$ cat src/rtl/pair_incdec.sv
// pair_incdec: increments or decrements a 16-bit register pair (BC/DE/HL) through
// a shared register file using one read cycle and two single-byte write cycles.
module pair_incdec (
    input  logic        clock,
    input  logic        reset_n,
    input  logic        start,
    input  logic        op_dec,
    input  logic [1:0]  pair_sel,
    output logic [2:0]  rf_out1_sel,
    output logic [2:0]  rf_out2_sel,
    input  logic [7:0]  rf_out1,
    input  logic [7:0]  rf_out2,
    output logic [7:0]  rf_data_in,
    output logic [2:0]  rf_data_in_sel,
    output logic        rf_write_reg,
    output logic        busy,
    output logic        done,
    output logic        err,
    output logic        wrap,
    output logic [15:0] result
);
    typedef enum logic [2:0] {IDLE, READ, WR_LO, WR_HI, DONE} state_t;

    state_t      state, state_nx;
    logic [1:0]  pair;
    logic        dec, err_r, wrap_r, we;
    logic [15:0] value, operand, next_val;
    logic [2:0]  hi_idx, lo_idx;
    logic        carry;

    assign hi_idx   = {pair, 1'b0};
    assign lo_idx   = {pair, 1'b1};
    assign operand  = {rf_out1, rf_out2};
    assign next_val = dec ? operand - 16'd1 : operand + 16'd1;
    assign carry    = dec ? (operand == 16'h0000) : (operand == 16'hFFFF);
    assign err      = done & err_r;
    assign wrap     = done & wrap_r;

    always_ff @(posedge clock)
        if (!reset_n) state <= IDLE;
        else          state <= state_nx;

    always_comb begin
        state_nx       = state;
        busy           = 1'b0;
        done           = 1'b0;
        we             = 1'b0;
        rf_out1_sel    = 3'd0;
        rf_out2_sel    = 3'd0;
        rf_data_in_sel = 3'd0;
        rf_data_in     = 8'd0;
        case (state)
            IDLE:  if (start) state_nx = (pair_sel == 2'd3) ? DONE : READ;
            READ: begin
                busy        = 1'b1;
                rf_out1_sel = hi_idx;
                rf_out2_sel = lo_idx;
                state_nx    = WR_LO;
            end
            WR_LO: begin
                busy           = 1'b1;
                we             = 1'b1;
                rf_data_in_sel = lo_idx;
                rf_data_in     = value[7:0];
                state_nx       = WR_HI;
            end
            WR_HI: begin
                busy           = 1'b1;
                we             = 1'b1;
                rf_data_in_sel = hi_idx;
                rf_data_in     = value[15:8];
                state_nx       = DONE;
            end
            DONE: begin
                done     = 1'b1;
                state_nx = IDLE;
            end
            default: state_nx = IDLE;
        endcase
        // a reset edge must not commit a pending write, so the enable is qualified by reset_n
        rf_write_reg = we & reset_n;
        if (!rf_write_reg) begin
            rf_data_in     = 8'd0;
            rf_data_in_sel = 3'd0;
        end
    end

    always_ff @(posedge clock)
        if (!reset_n) begin
            pair   <= 2'd0;
            dec    <= 1'b0;
            value  <= 16'd0;
            err_r  <= 1'b0;
            wrap_r <= 1'b0;
            result <= 16'd0;
        end else begin
            if (state == IDLE && start) begin
                pair   <= pair_sel;
                dec    <= op_dec;
                err_r  <= &pair_sel;
                wrap_r <= 1'b0;
            end
            if (state == READ) begin
                value  <= next_val;
                wrap_r <= carry;
            end
            if (state == WR_HI) result <= value;
        end
endmodule

$ cat config.mk
export PLATFORM = sky130hd
export DESIGN_NAME = pair_incdec
export DESIGN_NICKNAME = d
export VERILOG_FILES = /design/src/rtl/pair_incdec.sv
export SDC_FILE = /design/constraint.sdc
export NUM_CORES = 1
export LEC_CHECK = 0
export CAP_MARGIN = 40
export CORE_MARGIN = 4
export CORE_UTILIZATION = 56
export CTS_BUF_LIST = sky130_fd_sc_hd__clkbuf_2
export CTS_CLUSTER_SIZE = 12
export DETAILED_ROUTE_END_ITERATION = 10
export PLACE_DENSITY = 0.95
export REMOVE_ABC_BUFFERS = 1
export SETUP_SLACK_MARGIN = 0.02
export SYNTH_ARGS = -nofsm -noshare
export SYNTH_HDL_FRONTEND = slang
export SYNTH_SLANG_ARGS = --single-unit
$ cat constraint.sdc
create_clock -name clock -period 6.45 [get_ports clock]
set_clock_uncertainty 0.15 [all_clocks]
set_input_delay 1.6125 -clock clock [delete_from_list [all_inputs] [get_ports clock]]
set_output_delay 1.6125 -clock clock [all_outputs]
set_load 0.03 [all_outputs]
==> flow_metrics.py <==
metrics = {
    "min_path": {
        "hp-start": "result[0]$_SDFFE_PN0N_",
        "hold_class": "flop to flop",
        "min_to": "result[0]$_SDFFE_PN0N_",
        "hold_depth": 2,
    },
    "yosys": {
        "synthDominantCellAreaShare_pct": 31.6,
        "avgSynthCellArea_um2": 8.07,
        "yosys-top-cells-area": "dfxtp_1 32%, nand2_1 8.4%, ha_1 6.9%, a21boi_0 5.6%, nand4_1 3.2%",
        "yosysMostFrequentCell": "nand2_1",
        "syn_area_um2": 2530,
        "synth-seq-cells": 40,
        "synth_edf_count": 0,
        "synthArstFlopShare_pct": 0,
        "synthCells": 314,
        "yosys_warnings": 0,
        "synth.distinct_cells": 55,
        "synth_seq_area_share_pct": 31.6,
        "yosysTopAreaCell": "dfxtp_1",
        "ys_top_cells_by_count": "57 x nand2_1, 40 x dfxtp_1, 19 x a21boi_0",
        "yosys_most_used_dff": "dfxtp_1",
    },
    "global_route": {
        "grt_pass1_wl_um": 10500,
        "grt_pass1_vias": 2309,
        "grt_use_total_pct": 23.2,
        "antenna_found_initial": 0,
        "grt_max_degree": 46,
        "grt_overflow": 0,
    },
    "die": {
        "dieArea_um2": 5670,
        "core_area_um2": 4350,
        "dieHeight_um": 75.3,
        "num_rows": 24,
        "ioPinCount": 60,
        "die_w_um": 75.3,
        "start_util_pct": 58.2,
    },
    "routing": {
        "routed_wl_um": 6270,
        "dr.first_iter.drc_count": 174,
        "vias_per_cell": 6.11,
        "first_pass_iters": 4,
        "drtAntennaViolNets": 0,
        "num_vias": 2530,
        "drc": 0,
        "drt-wirelength-per-cell_um": 15.1,
    },
    "worst_setup_path": {
        "path_buf_inv": 2,
        "slowest_stage": "clkdlybuf4s50_1",
        "rrSetupSlack_ns": 3.69,
        "critPathArrivalTime_ns": 3.85,
        "path_class": "input port to primary output",
        "critPathTopFamily": "buffers and inverters",
        "required_ns": 4.69,
        "critical_path_peak_fanout": 8,
        "worst_r2r_path_depth": 6,
        "cpPeakStageDelay_ns": 0.66,
        "crit_path_start_kind": "input port",
        "crit_chain": "clkdlybuf4s50_1 -> nand2b_1 -> or2_2 -> nor2_1 -> a22o_1 -> clkdlybuf4s50_1",
        "r2r_start": "dec$_SDFFE_PN0P_",
        "critPathMostFrequentCell": "clkdlybuf4s50_1",
        "crit_path_end_kind": "primary output",
        "r2r-end": "value[13]$_SDFFE_PN0P_",
    },
    "sta": {
        "tightest_slew_ns": 0.704,
        "hold_violations": 0,
        "fin_setup_tns_ns": 0,
        "post-route-period-util_pct": 87.1,
        "finalCriticalPeriod_ns": 5.62,
        "slew-limit-headroom_pct": 53.0,
        "max_clock_freq_mhz": 178,
        "setup_viol": 0,
        "finalMaxSlewViolations": 0,
        "rsz0062_at_grt": "no",
    },
    "cells_and_area": {
        "layout.cells.non_filler": 414,
        "layout.nets": 398,
        "layout-drive-gt1-share_pct": 5.52,
        "antennaDiodeCount": 0,
        "postLayoutCoreUtil_pct": 72.0,
        "synthToLayoutAreaGrowth_pct": 23.7,
    },
    "clock_network": {
        "clkSlewWorstSetupHoldPaths_ns": 0.18,
        "cts_resized": 0,
        "cts_sinks": 40,
        "clk-insertion-delay-late_ns": 0.39,
        "cts-root-buf": "clkbuf_2",
        "htreeDepth": 2,
        "post_cts_buffers": 0,
        "ctsHoldBuffers": 0,
        "cts.path.max_buffers": 2,
        "tritoncts": "built",
        "numCtsBuffers": 5,
    },
    "power": {
        "ir_drop_mv": 0.0894,
        "fin_total_pwr_uw": 550,
        "p_leak_uw": 0.00119,
        "p_per_area_nw_per_um2": 175,
    },
    "placement": {
        "io_buffers": 58,
        "dp_hpwl_um": 4880,
        "dp.cells": 406,
        "gp_congestion": 0.975,
    },
    "run_status": {
        "outcome": "finished clean",
    },
    "flow_run": {
        "cap_violations": 0,
    },
}
metal layers:
metal  track usage, %  vias to the layer above  part of all wire (%)  wire (um)
li1                 -                     1248                     -          -
met1             30.5                     1189                    45       2800
met2             39.4                       85                    48       2990
met3             3.60                        8                   6.3        396
met4             6.02                        0                   1.4         85
met5                0                        -                     0          0
worst max path at each step:
stage | startpoint | endpoint | slack, ns | cells after the start
after floorplan | reset_n | rf_data_in[0] | 1.65 | 4
after global placement | reset_n | rf_data_in[0] | 0.87 | 6
after detailed placement | reset_n | rf_data_in[1] | 0.83 | 6
after CTS | reset_n | rf_data_in[1] | 0.84 | 6
after global routing | reset_n | rf_data_in[1] | 0.69 | 6
final | reset_n | rf_data_in[1] | 0.83 | 6
worst reg2reg max path, cell delays in order, from the launching register on:
cell and delay, ns:
dfxtp_1 0.82, ha_1 0.43, a21o_1 0.23, a31oi_2 0.32, a2111oi_1 0.18, or4_1 0.50
nand3_1 0.09
logic make-up after synthesis:
kind of cell    after synthesis  share of synthesized area, %
compound gates               87                          24.8
xor+xnor                      6                          2.07
fa+ha+maj                    15                          7.70
buf+inv                      23                          4.05
flops                        40                          31.6
mux                           5                          1.97
other cells                   1                         0.148
simple gates                137                          27.7
report_power, final:
part | leakage (uW) | total, uW | switching, uW | internal, uW
logic | 0.000839 | 167 | 98.5 | 68.9
registers | 0.000325 | 279 | 17.6 | 262
clock network | 0.0000302 | 104 | 79.4 | 24.3
total | 0.00119 | 550 | 195 | 355
metrics by stage:
| stage | setup slack (ns) | hold WS (ns) | instance area, um2 |
|---|---|---|---|
| finish | 0.835 | 0.323 | 3140 |
| global route | 0.685 | 0.348 | 3140 |
| floorplan | 1.65 | 0.288 | 2440 |
| global placement | 0.868 | 0.299 | 3090 |
| CTS | 0.835 | 0.327 | 3140 |
| detailed placement | 0.830 | 0.305 | 3100 |
layout by cell type, fill, tap and decap left out, types with 5 or more instances in the layout:
cell,instances
nand4_1,13
a21boi_0,19
mux2i_1,5
and3_1,6
dfxtp_1,40
a21o_1,7
a22o_1,7
nand3_1,9
o21ai_0,12
clkbuf_2,5
ha_1,14
and2_1,9
buf_4,5
clkdlybuf4s50_1,55
nand3b_1,5
a21oi_1,15
nor2_1,12
nand2_1,57
nor3_1,6
flip-flops by register name (all words and copies together), names as in the netlist:
| name | flops |
|---|---|
| state | 3 |
| dec | 1 |
| value | 16 |
| pair | 2 |
| wrap_r | 1 |
| result | 16 |
| err_r | 1 |
area by class of cell:
type | instances | area [um2]
Inverter | 3 | 11.3
Multi-Input combinational cell | 251 | 1630
Fill cell | 361 | 1220
Sequential cell | 40 | 801
Timing Repair Buffer | 60 | 588
Clock inverter | 3 | 13.8
Tap cell | 52 | 65.1
Clock buffer | 5 | 25.0
No activity file was read; power rests on OpenSTA's default activity.
